[src/rtl/feistel_round_engine_if.sv]
// Handshake, operand and sub-key RAM signals of the Feistel round engine.
// Latency: none, pure wiring bundle.
// Backpressure: none carried here; ap_start is only honoured while ap_idle is high.
interface feistel_round_engine_if #(
  parameter int HALF_W = 32,
  parameter int KEY_W  = 64,
  parameter int ADDR_W = 4
) ();
  logic                  ap_start;
  logic                  ap_done;
  logic                  ap_idle;
  logic                  ap_ready;
  logic                  mode;
  logic [HALF_W-1:0]     L;
  logic [HALF_W-1:0]     R;
  logic [ADDR_W-1:0]     sub_key_address0;
  logic                  sub_key_ce0;
  logic [KEY_W-1:0]      sub_key_q0;
  logic [2*HALF_W-1:0]   ap_return;

  // Environment side: issues blocks and serves the sub-key RAM.
  modport master (
    output ap_start, mode, L, R, sub_key_q0,
    input  ap_done, ap_idle, ap_ready, sub_key_address0, sub_key_ce0, ap_return
  );

  // Engine side.
  modport slave (
    input  ap_start, mode, L, R, sub_key_q0,
    output ap_done, ap_idle, ap_ready, sub_key_address0, sub_key_ce0, ap_return
  );
endinterface

[src/rtl/feistel_round_engine.sv]
// Feistel network over {L,R}, ROUNDS rounds at one per cycle, keys from a 1-cycle-latency RAM.
// Latency: start sampled in cycle 0, ap_done/ap_ready pulse in cycle ROUNDS+1; one block per ROUNDS+2 cycles.
// Backpressure: none; ap_start is honoured only in IDLE, requests during RUN/DONE are dropped.
module feistel_round_engine #(
  parameter int HALF_W = 32,
  parameter int KEY_W  = 64,
  parameter int ROUNDS = 16,
  parameter int ADDR_W = 4
) (
  input logic                  ap_clk,
  input logic                  ap_rst,
  feistel_round_engine_if.slave bus
);

  localparam int                CNT_W     = (ROUNDS > 1) ? $clog2(ROUNDS) : 1;
  localparam logic [CNT_W-1:0]  LAST_CNT  = CNT_W'(ROUNDS - 1);
  localparam logic [ADDR_W-1:0] DEC_FIRST = ADDR_W'(ROUNDS - 1);

  typedef enum logic [1:0] {
    IDLE = 2'd0,
    RUN  = 2'd1,
    DONE = 2'd2
  } state_t;

  state_t              state, state_nxt;
  logic [CNT_W-1:0]    cnt;
  logic [HALF_W-1:0]   l_q, r_q;
  logic                mode_q;
  logic [ADDR_W-1:0]   addr_q, addr_nxt;
  logic [2*HALF_W-1:0] ret_q;
  logic                ce0_c, done_c, idle_c;
  logic                last_round;

  // Round function: the key arriving from RAM this cycle belongs to round cnt.
  logic [HALF_W-1:0]   key_lo, key_hi, f_mix, f_val, r_nxt;
  assign key_lo     = bus.sub_key_q0[HALF_W-1:0];
  assign key_hi     = bus.sub_key_q0[KEY_W-1 -: HALF_W];
  assign f_mix      = r_q ^ key_lo;
  assign f_val      = {f_mix[HALF_W-4:0], f_mix[HALF_W-1:HALF_W-3]} + key_hi;
  assign r_nxt      = l_q ^ f_val;
  assign last_round = (cnt == LAST_CNT);

  // State register.
  always_ff @(posedge ap_clk or posedge ap_rst) begin
    if (ap_rst) state <= IDLE;
    else        state <= state_nxt;
  end

  // Next state, key fetch and handshake outputs. The fetch for round n+1 is
  // issued while round n computes, so the RAM latency is fully hidden.
  always_comb begin
    state_nxt = state;
    ce0_c     = 1'b0;
    addr_nxt  = addr_q;
    done_c    = 1'b0;
    idle_c    = 1'b0;
    case (state)
      IDLE: begin
        idle_c = 1'b1;
        if (bus.ap_start) begin
          ce0_c     = 1'b1;
          addr_nxt  = bus.mode ? DEC_FIRST : '0;
          state_nxt = RUN;
        end
      end
      RUN: begin
        if (!last_round) begin
          ce0_c    = 1'b1;
          addr_nxt = mode_q ? (addr_q - ADDR_W'(1)) : (addr_q + ADDR_W'(1));
        end else begin
          state_nxt = DONE;
        end
      end
      DONE: begin
        done_c    = 1'b1;
        state_nxt = IDLE;
      end
      default: state_nxt = IDLE;
    endcase
  end

  // Datapath: operand latch at start, one round per RUN cycle, result capture
  // with the final half swap as the last round retires.
  always_ff @(posedge ap_clk or posedge ap_rst) begin
    if (ap_rst) begin
      cnt    <= '0;
      l_q    <= '0;
      r_q    <= '0;
      mode_q <= 1'b0;
      addr_q <= '0;
      ret_q  <= '0;
    end else begin
      addr_q <= addr_nxt;
      case (state)
        IDLE: begin
          if (bus.ap_start) begin
            l_q    <= bus.L;
            r_q    <= bus.R;
            mode_q <= bus.mode;
            cnt    <= '0;
          end
        end
        RUN: begin
          l_q <= r_q;
          r_q <= r_nxt;
          if (!last_round) cnt   <= cnt + CNT_W'(1);
          else             ret_q <= {r_nxt, r_q};
        end
        default: ;
      endcase
    end
  end

  assign bus.ap_idle          = idle_c;
  assign bus.ap_done          = done_c;
  assign bus.ap_ready         = done_c;
  assign bus.sub_key_ce0      = ce0_c;
  assign bus.sub_key_address0 = addr_nxt;
  assign bus.ap_return        = ret_q;

endmodule

[src/flat_wrapper.sv]
// flat-port wrapper written by rule: the top's interface ports become plain ports
module feistel_round_engine_flat 
#(
  parameter int HALF_W = 32,
  parameter int KEY_W  = 64,
  parameter int ROUNDS = 16,
  parameter int ADDR_W = 4
)
  (ap_clk, ap_rst, bus_ap_start, bus_mode, bus_L, bus_R, bus_sub_key_q0, bus_ap_done, bus_ap_idle, bus_ap_ready, bus_sub_key_address0, bus_sub_key_ce0, bus_ap_return);
  feistel_round_engine_if #(.HALF_W(HALF_W), .KEY_W(KEY_W), .ADDR_W(ADDR_W)) bus_i ();
  input logic ap_clk;
  input logic ap_rst;
  input wire logic [$bits(bus_i.ap_start)-1:0] bus_ap_start;
  input wire logic [$bits(bus_i.mode)-1:0] bus_mode;
  input wire logic [$bits(bus_i.L)-1:0] bus_L;
  input wire logic [$bits(bus_i.R)-1:0] bus_R;
  input wire logic [$bits(bus_i.sub_key_q0)-1:0] bus_sub_key_q0;
  output wire logic [$bits(bus_i.ap_done)-1:0] bus_ap_done;
  output wire logic [$bits(bus_i.ap_idle)-1:0] bus_ap_idle;
  output wire logic [$bits(bus_i.ap_ready)-1:0] bus_ap_ready;
  output wire logic [$bits(bus_i.sub_key_address0)-1:0] bus_sub_key_address0;
  output wire logic [$bits(bus_i.sub_key_ce0)-1:0] bus_sub_key_ce0;
  output wire logic [$bits(bus_i.ap_return)-1:0] bus_ap_return;
  assign bus_i.ap_start = bus_ap_start;
  assign bus_i.mode = bus_mode;
  assign bus_i.L = bus_L;
  assign bus_i.R = bus_R;
  assign bus_i.sub_key_q0 = bus_sub_key_q0;
  assign bus_ap_done = bus_i.ap_done;
  assign bus_ap_idle = bus_i.ap_idle;
  assign bus_ap_ready = bus_i.ap_ready;
  assign bus_sub_key_address0 = bus_i.sub_key_address0;
  assign bus_sub_key_ce0 = bus_i.sub_key_ce0;
  assign bus_ap_return = bus_i.ap_return;
  feistel_round_engine #(.HALF_W(HALF_W), .KEY_W(KEY_W), .ROUNDS(ROUNDS), .ADDR_W(ADDR_W)) u_core (.ap_clk(ap_clk), .ap_rst(ap_rst), .bus(bus_i));
endmodule
[config.mk]
export PLATFORM = sky130hd
export DESIGN_NAME = feistel_round_engine_flat
export DESIGN_NICKNAME = d
export VERILOG_FILES = /design/src/rtl/feistel_round_engine_if.sv /design/src/rtl/feistel_round_engine.sv /design/src/flat_wrapper.sv
export SDC_FILE = /design/constraint.sdc
export NUM_CORES = 1
export LEC_CHECK = 0
export BUFFER_PORTS_ARGS = -buffer_cell sky130_fd_sc_hd__buf_4
export CORE_ASPECT_RATIO = 1.2
export CORE_MARGIN = 2
export CORE_UTILIZATION = 49
export DETAILED_ROUTE_END_ITERATION = 10
export PLACE_DENSITY = 0.73
export SYNTH_ARGS = -nofsm -noshare
export SYNTH_HDL_FRONTEND = slang
export SYNTH_SLANG_ARGS = --single-unit
[constraint.sdc]
create_clock -name ap_clk -period 4.49 [get_ports ap_clk]
set_input_delay 0.898 -clock ap_clk [delete_from_list [all_inputs] [get_ports ap_clk]]
set_output_delay 0.898 -clock ap_clk [all_outputs]
set_load 0.005 [all_outputs]
; Word level (Yosys, flattened, before mapping)
; Index checks and enable logic that the tools add are counted.
[classes]
bitwise_logic = 2
mux = 20
add_sub_neg = 4
eq_ne = 6
reduce_logical = 7
[op_table]
columns = operator, count
row1 = $pmux W32 S2, 2
row2 = $mux W32, 2
row3 = $xor A32 B32 Y32, 2
row4 = $add A32 B32 Y32, 1
row5 = $mux W4, 6
row6 = $pmux W4 S2, 2
row7 = $add A4 B1 Y4 const B, 2
row8 = $reduce_and A2 Y1, 4
row9 = $eq A4 B4 Y1 const B, 1
row10 = $mux W1, 4
row11 = $mux W2, 2
row12 = $ne A2 B2 Y1 const B, 2
row13 = $pmux W2 S2, 1
row14 = $sub A4 B1 Y4 const B, 1
row15 = $reduce_and A3 Y1, 1
row16 = $eq A2 B1 Y1 const B, 1
row17 = $eq A2 B2 Y1 const B, 1
row18 = $logic_not A2 Y1, 1
row19 = $ne A2 B1 Y1 const B, 1
row20 = $pmux W1 S2, 1
row21 = $reduce_bool A2 Y1, 1
[totals]
word_cells = 46
output_inout_bits = 72
inputBits = 132
ff_bits = 139

; Logic depth before layout (Yosys ltp)
[depth]
depth_word = 4
depth_mapped = 12
ltp_nobuf = 12

; Worst setup path after synthesis
; OpenSTA, ideal clock, no wires.
[synth_path]
path_type = input -> register
from = input bus_sub_key_q0[31]
to = register u_core.ret_q[63], in the netlist u_core.bus.ap_return[63]
setup_slack_ns = 1.477
arrival_time_ns = 2.877
t_required_ns = 4.353
setup_time_ns = 0.137
n_path_buf = 0
path_stages = 10
path_cell_list = xor2_1 ha_1 a21oi_1 a2111oi_4 nor2_2 a31oi_2 a41oi_4 o31ai_4 xor2_1 a21oi_1
[synth_via]
elab_chain_len = 3
[synth_lines]
columns = element, line
row1 = start: declaration, flat_wrapper.sv:17  ; input wire logic [$bits(bus_i.sub_key_q0)-1:0] bus_sub_key_q0;
row2 = $xor A32 B32 Y32, feistel_round_engine.sv:38  ; assign f_mix = r_q ^ key_lo;
row3 = $add A32 B32 Y32, feistel_round_engine.sv:39  ; assign f_val = {f_mix[HALF_W-4:0], f_mix[HALF_W-1:HALF_W-3]} + key_hi;
row4 = $xor A32 B32 Y32, feistel_round_engine.sv:40  ; assign r_nxt = l_q ^ f_val;
row5 = end signal: assignment, feistel_round_engine.sv:107  ; else ret_q <= {r_nxt, r_q};
row6 = end: declaration, feistel_round_engine.sv:30  ; logic [2*HALF_W-1:0] ret_q;
; Every way passes these cells.
; A chain may end at the register's enable or synchronous reset.

; Worst setup path after layout
[layout_path]
from = register u_core.state[1]
to = output bus_sub_key_address0[3]
[layout_via]
elab_chain_len = 2
word_cells_on_any_way = 3
cone_classes = eq/ne: 1 / mux: 1 / reduce/logical: 1
[layout_lines]
columns = element, line
row1 = start: declaration, feistel_round_engine.sv:25  ; state_t state, state_nxt;
row2 = start signal: assignment, feistel_round_engine.sv:46  ; else state <= state_nxt;
row3 = $eq A2 B1 Y1 / $logic_not A2 Y1 (equally long branches), feistel_round_engine.sv:57  ; case (state)
row4 = $pmux W4 S2 *, feistel_round_engine.sv:57
row5 = end: declaration, flat_wrapper.sv:21  ; output wire logic [$bits(bus_i.sub_key_address0)-1:0] bus_sub_key_address0;
; Mark *: on every way between the ends. The rest lies on a longest branch, timed or not.

==> metrics <==
outcome finished, final reports clean; CP Class reg2out; clk slew on worst S/H paths about 0.06 ns; DR DRC count 0; Pre-antenna DRT Iters 5; RSZ-0062 raised after global routing false; CP arrival 2.92 ns; Via density 5.665; worst-path fanout max 21; Die Span Y roughly 140 um; HP Class reg2reg; final hold violations 0; Yosys top cell by area dfrtp_1; CTS Hold Bufs 0; register area share after synthesis 0.4315; Skew-Pair Late Insertion Delay 0.43 ns; Final #Nets 1,203; cts bufs inserted 17; Root Buffer clkbuf_16; syn avg cell area 9.596 um2; final-layout fill cell count 1,370; Final min period 3.816 ns; cells after synthesis 840; Synth area leaders dfrtp_1 (43%), ha_1 (5.9%), mux2_2 (5.6%), xor2_1 (5.4%), xnor2_1 (5.2%); smallest hold slack around 0.5 ns; Yosys cell types 62; Boundary Pins 204; ys flop type dfrtp_1; first-pass GRT wire length 36.20 mm; final WL 23.04 mm; pwr dens 832.0 nW/um2; overflow left after global routing 0; n_diodes 0; leakage dissipation 4.800 nW; Mapped Nets around 1k; Worst Setup End Kind output port; Final Cycle Share 0.8499; number of synthesized flops with an enable pin 0; postcts setup bufs 0; Max Slew Vio Count 0; post-cts gate resize count 0; WL/cell 18.36 um; count leader, synth dfrtp_1; htree depth 4; Worst setup SP type flop; synthesized cell area ~8100 um2; clk_skew 0.009370 ns; dpl hpwl between 15 and 20 mm; Initial Util 0.4993; number of global-route vias before repair 7,069; setup total negative slack 0 ns; die width 121.1 um; Rel. slew slack 0.3429; largest net degree at the start of global routing 75; top cells by count, synth dfrtp_1 (139), nand2_1 (102), nor2_1 (89); worst path required time roughly 3.6 ns; Max rail drop VDD 481.7 uV; worst slew pin tran 0.9836 ns; die area about 17,000 um2; initial antenna violation count 0; Vias 7,109; Rows 51; R2R Path Start u_core.r_q[2]; Buffers on Ports 203; CTS Sinks 139; total global-route track usage 0.2686; Synth async-reset ratio 1.000; Peak Freq 262.0 MHz; TritonCTS clock tree built; maxcap violations 0; share of layout cells above drive strength 1 0.2953; Clock Tree Buf Depth 2; routability cong. ~0.90; Starting DRT DRC Count ~470; Routed Antenna Nets 0; Worst Setup SP u_core.state[1]; Area Overhead vs Synth 29.52%; Yosys reg bits 139; setup violators final 0; Synth warnings 0; Core Region 16,140 um2; worst hold start u_core.cnt[1]; Yosys top cell area share 0.4315
[final timing paths]
path / endpoint / slack, ns / cells after the start
hold / removal: u_core.cnt[1] / 0.50 / 2
setup / recovery: bus_sub_key_address0[3] / 0.67 / 6
max in group asynchronous: u_core.cnt[3] / 2.91 / 3
setup reg to reg: u_core.bus.ap_return[63] / 1.58 / 10
min in group asynchronous: u_core.bus.ap_return[52] / 0.68 / 2
hold reg to reg: u_core.cnt[1] / 0.50 / 2
[flip-flops by register name, summed over array words and instances, names as in the netlist]
name and count:
u_core.bus.ap_return 64, u_core.l_q 32, u_core.r_q 32, u_core.addr_q 4, u_core.cnt 4, u_core.state 2
u_core.mode_q 1
[final cells by class]
class,count,area (um2),area share
timing repair buffer,214,1619,0.1551
multi-input combinational,647,4403,0.4217
inverter,12,48.80,0.004674
clock inverter,11,168.9,0.01618
clock buffer,20,456.7,0.04374
sequential,139,3478,0.3332
tap,212,265.3,0.02541
[cell usage in the layout, fill, tap and decap left out, drive strengths merged, types with 7 or more instances in the layout]
cell type    n
a21o         8
clkbuf      20
nand3       10
o21ai       38
nor2        90
xor2        50
o22ai       18
buf        214
o22a        10
mux2        40
and3        10
or3          7
a31oi       34
ha          38
inv         11
xnor2       48
a21oi       73
nand2      102
dfrtp      139
nor3         9
[metal layers]
metal | vias up | wire length, um | GRT usage | part of all wire
met5 | - | 0 | 0 | 0
met4 | 0 | 863 | 0.1304 | 0.037
met3 | 54 | 1276 | 0.04811 | 0.055
met2 | 270 | 11220 | 0.4379 | 0.49
met1 | 3439 | 9679 | 0.3452 | 0.42
li1 | 3346 | - | - | -
[logic make-up after synthesis]
logic type	synth area share
adder cells (fa/ha/maj)	0.06396
buffers and inverters	0.02577
multiplexers	0.05837
flip-flops	0.4315
XOR/XNOR	0.1065
AO/OA/AOI/OAI	0.1793
AND/OR/NAND/NOR	0.1346
[metrics by stage]
stage	worst slack, ns	utilization	power [mW]	instances	area, um2
2_1_floorplan	1.477	-	5.647	840	8064
3_3_place_gp	1.098	0.6079	7.037	1224	9814
3_5_place_dp	1.062	0.6079	7.157	1224	9814
4_1_cts	0.6860	0.6467	8.694	1255	10440
5_1_grt	0.5209	0.6467	9.326	1255	10440
6_report	0.6739	0.6467	8.686	1255	10440
[worst max-delay path, stage by stage, from the launching register on]
cell and delay, ns:
dfrtp_1 0.47, inv_1 0.68, nand2_1 0.62, o22a_1 0.34
o22ai_1 0.13, a21oi_1 0.09, buf_4 0.16
[power by group]
group / leakage, nW / internal, mW / total [mW] / switching, mW
registers: 1.63 / 1.90 / 2.42 / 0.516
logic: 2.88 / 2.23 / 4.77 / 2.54
clock network: 0.294 / 0.953 / 1.50 / 0.547
Note: power is estimated with default switching activity, not from simulation.
